===== src/rtl/axi4lite_slave_regfile.sv =====
// ---------------------------------------------------------------------------
// axi4lite_slave_regfile
//
// AXI4-Lite responder holding NUM_REGS 32-bit registers. Single-beat writes
// (with WSTRB byte enables) and reads, one outstanding transaction per
// direction. Addresses at or beyond NUM_REGS*4 answer SLVERR: writes are
// dropped, reads return zero. Completed B and R handshakes are counted.
//
// Ports
//   ACLK, ARESET            clock (rising edge), async active-high reset
//   S_AXI_AW*               write address channel (AWPROT ignored)
//   S_AXI_W*                write data channel
//   S_AXI_B*                write response channel
//   S_AXI_AR*               read address channel (ARPROT ignored)
//   S_AXI_R*                read data channel
//   WR_COUNT / RD_COUNT     completed B / R handshakes, wrapping
//
// Write-path FSM
//   state       | meaning
//   WR_IDLE     | nothing held, AW and W both accepted
//   WR_AW_HELD  | address captured, waiting for data
//   WR_W_HELD   | data captured, waiting for address
//   WR_RESP     | write committed, BVALID high until BREADY
// ---------------------------------------------------------------------------
module axi4lite_slave_regfile #(
  parameter int C_S_AXI_ADDR_WIDTH = 6,
  parameter int NUM_REGS           = 4,
  parameter int CNT_WIDTH          = 16
) (
  input  logic                          ACLK,
  input  logic                          ARESET,
  input  logic [C_S_AXI_ADDR_WIDTH-1:0] S_AXI_AWADDR,
  input  logic [2:0]                    S_AXI_AWPROT,
  input  logic                          S_AXI_AWVALID,
  output logic                          S_AXI_AWREADY,
  input  logic [31:0]                   S_AXI_WDATA,
  input  logic [3:0]                    S_AXI_WSTRB,
  input  logic                          S_AXI_WVALID,
  output logic                          S_AXI_WREADY,
  output logic [1:0]                    S_AXI_BRESP,
  output logic                          S_AXI_BVALID,
  input  logic                          S_AXI_BREADY,
  input  logic [C_S_AXI_ADDR_WIDTH-1:0] S_AXI_ARADDR,
  input  logic [2:0]                    S_AXI_ARPROT,
  input  logic                          S_AXI_ARVALID,
  output logic                          S_AXI_ARREADY,
  output logic [31:0]                   S_AXI_RDATA,
  output logic [1:0]                    S_AXI_RRESP,
  output logic                          S_AXI_RVALID,
  input  logic                          S_AXI_RREADY,
  output logic [CNT_WIDTH-1:0]          WR_COUNT,
  output logic [CNT_WIDTH-1:0]          RD_COUNT
);

  localparam int AW    = C_S_AXI_ADDR_WIDTH;
  localparam int IDX_W = $clog2(NUM_REGS);
  localparam logic [AW:0] ADDR_LIMIT  = (AW+1)'(NUM_REGS * 4);
  localparam logic [1:0]  RESP_OKAY   = 2'b00;
  localparam logic [1:0]  RESP_SLVERR = 2'b10;

  typedef enum logic [1:0] {
    WR_IDLE    = 2'd0,
    WR_AW_HELD = 2'd1,
    WR_W_HELD  = 2'd2,
    WR_RESP    = 2'd3
  } wr_state_t;

  wr_state_t              wr_state;
  wr_state_t              wr_state_nxt;

  // Held low through reset and released one edge later, so no READY is
  // ever visible while ARESET is high.
  logic                   ready_en;

  logic                   awready_c;
  logic                   wready_c;
  logic                   bvalid_c;
  logic                   aw_hs;
  logic                   w_hs;
  logic                   commit;

  logic [AW-1:0]          aw_addr_q;
  logic [31:0]            w_data_q;
  logic [3:0]             w_strb_q;

  logic [AW-1:0]          wr_addr;
  logic [31:0]            wr_data;
  logic [3:0]             wr_strb;
  logic                   wr_in_range;
  logic [IDX_W-1:0]       wr_idx;

  logic [1:0]             bresp_q;
  logic [CNT_WIDTH-1:0]   wr_count_q;

  logic [31:0]            regs [NUM_REGS];

  logic                   arready_c;
  logic                   ar_hs;
  logic                   rd_in_range;
  logic [IDX_W-1:0]       rd_idx;
  logic                   rvalid_q;
  logic [31:0]            rdata_q;
  logic [1:0]             rresp_q;
  logic [CNT_WIDTH-1:0]   rd_count_q;

  logic                   unused_prot;
  assign unused_prot = ^{S_AXI_AWPROT, S_AXI_ARPROT};

  always_ff @(posedge ACLK or posedge ARESET) begin
    if (ARESET) begin
      ready_en <= 1'b0;
    end else begin
      ready_en <= 1'b1;
    end
  end

  // -------------------------------------------------------------------------
  // Write-path FSM
  // -------------------------------------------------------------------------
  always_ff @(posedge ACLK or posedge ARESET) begin
    if (ARESET) begin
      wr_state <= WR_IDLE;
    end else begin
      wr_state <= wr_state_nxt;
    end
  end

  // Commit fires on the edge where the second of AW/W is handshaking while
  // the first is either handshaking too or already held.
  always_comb begin
    wr_state_nxt = wr_state;
    commit       = 1'b0;
    case (wr_state)
      WR_IDLE: begin
        if (aw_hs && w_hs) begin
          wr_state_nxt = WR_RESP;
          commit       = 1'b1;
        end else if (aw_hs) begin
          wr_state_nxt = WR_AW_HELD;
        end else if (w_hs) begin
          wr_state_nxt = WR_W_HELD;
        end
      end
      WR_AW_HELD: begin
        if (w_hs) begin
          wr_state_nxt = WR_RESP;
          commit       = 1'b1;
        end
      end
      WR_W_HELD: begin
        if (aw_hs) begin
          wr_state_nxt = WR_RESP;
          commit       = 1'b1;
        end
      end
      WR_RESP: begin
        if (S_AXI_BREADY) begin
          wr_state_nxt = WR_IDLE;
        end
      end
      default: wr_state_nxt = WR_IDLE;
    endcase
  end

  always_comb begin
    awready_c = 1'b0;
    wready_c  = 1'b0;
    bvalid_c  = 1'b0;
    case (wr_state)
      WR_IDLE: begin
        awready_c = ready_en;
        wready_c  = ready_en;
      end
      WR_AW_HELD: wready_c  = ready_en;
      WR_W_HELD:  awready_c = ready_en;
      WR_RESP:    bvalid_c  = 1'b1;
      default: begin
        awready_c = 1'b0;
        wready_c  = 1'b0;
        bvalid_c  = 1'b0;
      end
    endcase
  end

  assign aw_hs = S_AXI_AWVALID & awready_c;
  assign w_hs  = S_AXI_WVALID  & wready_c;

  // -------------------------------------------------------------------------
  // Write datapath
  // -------------------------------------------------------------------------
  always_ff @(posedge ACLK or posedge ARESET) begin
    if (ARESET) begin
      aw_addr_q <= '0;
      w_data_q  <= '0;
      w_strb_q  <= '0;
    end else begin
      if (aw_hs) begin
        aw_addr_q <= S_AXI_AWADDR;
      end
      if (w_hs) begin
        w_data_q <= S_AXI_WDATA;
        w_strb_q <= S_AXI_WSTRB;
      end
    end
  end

  // At commit the held half comes from the capture registers, the other
  // half straight from the bus.
  assign wr_addr     = (wr_state == WR_AW_HELD) ? aw_addr_q : S_AXI_AWADDR;
  assign wr_data     = (wr_state == WR_W_HELD)  ? w_data_q  : S_AXI_WDATA;
  assign wr_strb     = (wr_state == WR_W_HELD)  ? w_strb_q  : S_AXI_WSTRB;
  assign wr_in_range = ({1'b0, wr_addr} < ADDR_LIMIT);
  assign wr_idx      = wr_addr[2 +: IDX_W];

  always_ff @(posedge ACLK or posedge ARESET) begin
    if (ARESET) begin
      for (int i = 0; i < NUM_REGS; i++) begin
        regs[i] <= '0;
      end
    end else if (commit && wr_in_range) begin
      for (int b = 0; b < 4; b++) begin
        if (wr_strb[b]) begin
          regs[wr_idx][8*b +: 8] <= wr_data[8*b +: 8];
        end
      end
    end
  end

  always_ff @(posedge ACLK or posedge ARESET) begin
    if (ARESET) begin
      bresp_q    <= RESP_OKAY;
      wr_count_q <= '0;
    end else begin
      if (commit) begin
        bresp_q <= wr_in_range ? RESP_OKAY : RESP_SLVERR;
      end
      if ((wr_state == WR_RESP) && S_AXI_BREADY) begin
        wr_count_q <= wr_count_q + CNT_WIDTH'(1);
      end
    end
  end

  // -------------------------------------------------------------------------
  // Read path
  // -------------------------------------------------------------------------
  assign arready_c   = ready_en & ~rvalid_q;
  assign ar_hs       = S_AXI_ARVALID & arready_c;
  assign rd_in_range = ({1'b0, S_AXI_ARADDR} < ADDR_LIMIT);
  assign rd_idx      = S_AXI_ARADDR[2 +: IDX_W];

  // regs[] is sampled before any same-edge commit lands, so a colliding
  // read returns the pre-write value.
  always_ff @(posedge ACLK or posedge ARESET) begin
    if (ARESET) begin
      rvalid_q   <= 1'b0;
      rdata_q    <= '0;
      rresp_q    <= RESP_OKAY;
      rd_count_q <= '0;
    end else if (ar_hs) begin
      rvalid_q <= 1'b1;
      rdata_q  <= rd_in_range ? regs[rd_idx] : 32'h0;
      rresp_q  <= rd_in_range ? RESP_OKAY : RESP_SLVERR;
    end else if (rvalid_q && S_AXI_RREADY) begin
      rvalid_q   <= 1'b0;
      rd_count_q <= rd_count_q + CNT_WIDTH'(1);
    end
  end

  assign S_AXI_AWREADY = awready_c;
  assign S_AXI_WREADY  = wready_c;
  assign S_AXI_BVALID  = bvalid_c;
  assign S_AXI_BRESP   = bresp_q;
  assign S_AXI_ARREADY = arready_c;
  assign S_AXI_RVALID  = rvalid_q;
  assign S_AXI_RDATA   = rdata_q;
  assign S_AXI_RRESP   = rresp_q;
  assign WR_COUNT      = wr_count_q;
  assign RD_COUNT      = rd_count_q;

endmodule

===== config.mk =====
export PLATFORM = sky130hd
export DESIGN_NAME = axi4lite_slave_regfile
export DESIGN_NICKNAME = d
export VERILOG_FILES = /design/src/rtl/axi4lite_slave_regfile.sv
export SDC_FILE = /design/constraint.sdc
export NUM_CORES = 1
export LEC_CHECK = 0
export ABC_AREA = 1
export CELL_PAD_IN_SITES_DETAIL_PLACEMENT = 1
export CELL_PAD_IN_SITES_GLOBAL_PLACEMENT = 1
export CORE_UTILIZATION = 46
export CTS_CLUSTER_SIZE = 30
export DETAILED_ROUTE_END_ITERATION = 6
export PLACE_DENSITY_LB_ADDON = 0.1
export RECOVER_POWER = 100
export SYNTH_ARGS = -nofsm -noshare
export SYNTH_HDL_FRONTEND = slang
export SYNTH_SLANG_ARGS = --single-unit

===== constraint.sdc =====
create_clock -name ACLK -period 10.8 [get_ports ACLK]
set_input_delay 1.08 -clock ACLK [delete_from_list [all_inputs] [get_ports ACLK]]
set_output_delay 1.08 -clock ACLK [all_outputs]
set_load 0.02 [all_outputs]

==> results.json <==
{
  "r2r_setup_slack_ns": 6.56,
  "placed_area_um2": 12600,
  "hold_path_class": "register to register",
  "row_count": 56,
  "rsz0062_at_grt": "false",
  "most-common-layout-cells": "nand2_1, dfrtp_1, o21ai_0, nand3_1, nor2_1",
  "track_usage_pct": 26.1,
  "synth_warnings": 0,
  "power.switching_mw": 1.05,
  "wirelength_mm": 31.7,
  "grt_max_degree": 113,
  "drtIter0Drc": 510,
  "coreArea_um2": 23700,
  "power.internal_mw": 1.90,
  "fin_worst_skew_ns": 0.0109,
  "hold_viol_final": 0,
  "vias": 9436,
  "r2r-end": "wr_state[0]",
  "maxCapViolations": 7,
  "synth_top_cell_by_area": "dfrtp_1",
  "r2r_start": "wr_state[1]",
  "final_area_um2": 13400,
  "drc_errors": 0,
  "cts_resized": 0,
  "met2WireLength_mm": 15.1,
  "place_congestion": 0.765,
  "cp_slowest_stage_delay_ns": 2.83,
  "finalCriticalPeriod_ns": 5.06,
  "ys_ff_latch": 238,
  "ir_drop_mv": 0.127,
  "status": "complete, but fails checks",
  "switching_share_pct": 35.6,
  "tightestPinTransition_ns": 5.08,
  "crit_chain": "dlygate4sd3_1, clkinvlp_2, buf_4",
  "worstSetupPathType": "input port to asynchronous set/reset pin",
  "ys_types": 39,
  "critPathSlowestCell": "clkinvlp_2",
  "final_common_cell": "nand2_1",
  "holdWs_ns": 0.464,
  "syn_avg_cell_area_um2": 8.65,
  "power_density_nw_per_um2": 220,
  "path_delay_family": "buffers and inverters",
  "cts-hold-fix-buffers": 0,
  "seq_area_frac_synth_pct": 53.1,
  "worstRegToRegCells": 9,
  "grt_pass1_wl_mm": 51.4,
  "die_x_um": 158,
  "cp_num_buf_inv": 3,
  "seqPwrFrac_pct": 41.4,
  "dp_hpwl_mm": 19.6,
  "clockPowerShare_pct": 31.6,
  "maxSlewViolCount": 355,
  "antenna_found_initial": 1,
  "wl_met3_mm": 1.60,
  "dieArea_um2": 25000,
  "worst_hold_startpoint": "regs[62]",
  "finalNetCount": 1456,
  "clockRootBuffer": "clkbuf_16",
  "io_buffers": 121,
  "cts_tree": "built",
  "post-route-util_pct": 56.5,
  "htreeDepth": 1,
  "synth_area_leaders": "dfrtp_1, nand2_1, o21ai_0",
  "p_leak_nw": 6.83,
  "cp-end-kind": "asynchronous set/reset pin",
  "areaGrowthSynthToFinish_pct": 19.4,
  "drtPass1Iterations": 5,
  "netlist_area_um2": 11200,
  "drive_above_1_share_pct": 6.33,
  "maxSlewHeadroom_pct": -241,
  "start_util_pct": 47.4,
  "hold-path-cell-count": 2,
  "hold_path_end": "regs[62]",
  "finalCritPeriodShare_pct": 46.8,
  "nFillCells": 2837,
  "drtAntennaViolNets": 0,
  "avgViaCountPerCell": 5.47,
  "clk_path_buf_depth": 3,
  "combPwrFrac_pct": 27.0,
  "ios": 134,
  "fmax_ghz": 0.198,
  "highest_layer": "met5",
  "grt-ovfl-total": 0,
  "violations": "max-capacitance violations, max-slew violations",
  "syn_inst": 1296,
  "cts_buffers": 27,
  "arrival_ns": 5.59,
  "grt_pass1_vias": 9791,
  "synth_top_area_share_pct": 53.1,
  "setup_viol": 0,
  "cts.sinks": 238,
  "synth-edff-count": 0,
  "routedWlPerCell_um": 18.4,
  "clk_latency_ns": 0.53,
  "critPathRequiredTime_ns": 11.34,
  "num_antenna_cells": 0,
  "wl_met1_mm": 14.5,
  "path_max_fanout": 112,
  "synth_async_sr_flop_share_pct": 100,
  "start_kind": "input port",
  "synthFlopType": "dfrtp_1",
  "post_cts_buffers": 0,
  "path_clk_slew_ns": 0.05,
  "die_h_um": 158,
  "setup_tns_ns": 0
}
flip-flops by register name, indices dropped and copies added (netlist names):
name / cells
ready_en: 1
S_AXI_RDATA: 32
aw_addr_q: 4
S_AXI_RVALID: 1
w_strb_q: 4
w_data_q: 32
wr_state: 2
S_AXI_RRESP: 1
regs: 128
WR_COUNT: 16
S_AXI_BRESP: 1
RD_COUNT: 16
per-layer routing:
| layer | GRT usage [%] | up-vias |
|---|---|---|
| met5 | 0 | - |
| met4 | 5.86 | 2 |
| met3 | 3.61 | 43 |
| met2 | 43.6 | 226 |
| met1 | 36.0 | 4699 |
| li1 | - | 4466 |
worst max-delay path by stage:
stage,to,cells after the start,slack (ns),start
6_report,regs[93],3,5.74,ARESET
5_1_grt,regs[27],3,4.89,ARESET
4_1_cts,S_AXI_WREADY,5,7.30,wr_state[1]
3_5_place_dp,S_AXI_RDATA[0],7,7.18,S_AXI_ARADDR[2]
3_3_place_gp,S_AXI_RDATA[2],7,7.19,S_AXI_ARADDR[2]
2_1_floorplan,RD_COUNT[0],1,3.19,ARESET
cell usage after synthesis (all sizes together), types with 12 or more instances:
master,count
clkbuf,42
buf,26
nand2,385
dfrtp,238
xor2,12
nor2,97
inv,77
o21ai,151
o22ai,32
a22o,32
nand4,17
nand3,145
cell families after synthesis:
| family | count (synthesis) | share of synthesized area [%] |
|---|---|---|
| AOI/OAI and AO/OA | 224 | 11.9 |
| xor gates and xnor gates | 23 | 1.80 |
| and+or+nand+nor | 655 | 26.6 |
| DFF | 238 | 53.1 |
| adders and majority gates | 6 | 0.669 |
| other | 2 | 0.0670 |
| muxes | 1 | 0.100 |
| buffers and inverters | 147 | 5.72 |
through the flow:
step                total power, mW  setup WS, ns  instances
finish                         2.94          5.74       1724
global route                   3.11          4.89       1724
CTS                            2.99          7.30       1724
detailed placement             2.04          7.18       1679
global placement               2.00          7.19       1679
floorplan                      1.77          3.19       1297
power by group through the flow:
stage / clock, mW / sequential [mW] / combinational (mW)
after global placement: 0 / 1.22 / 0.784
after detailed placement: 0 / 1.23 / 0.814
final: 0.931 / 1.22 / 0.796
after global routing: 0.979 / 1.24 / 0.889
after CTS: 0.947 / 1.22 / 0.822
after floorplan: 0 / 1.23 / 0.536
area by class of cell:
type,count,area [um2],area share [%]
clock buffer,35,766,5.72
multi-input combinational,912,4570,34.2
tap,319,399,2.98
sequential,238,5960,44.5
timing repair buffer,131,1260,9.45
inverter,79,298,2.22
clock inverter,10,129,0.963
worst min-delay path, delay by kind of cell (launching register included):
kind	cells	cell delay (ns)
flip-flops	1	0.34
AND/OR/NAND/NOR	2	0.09
Power figures use the tool's default switching activity.
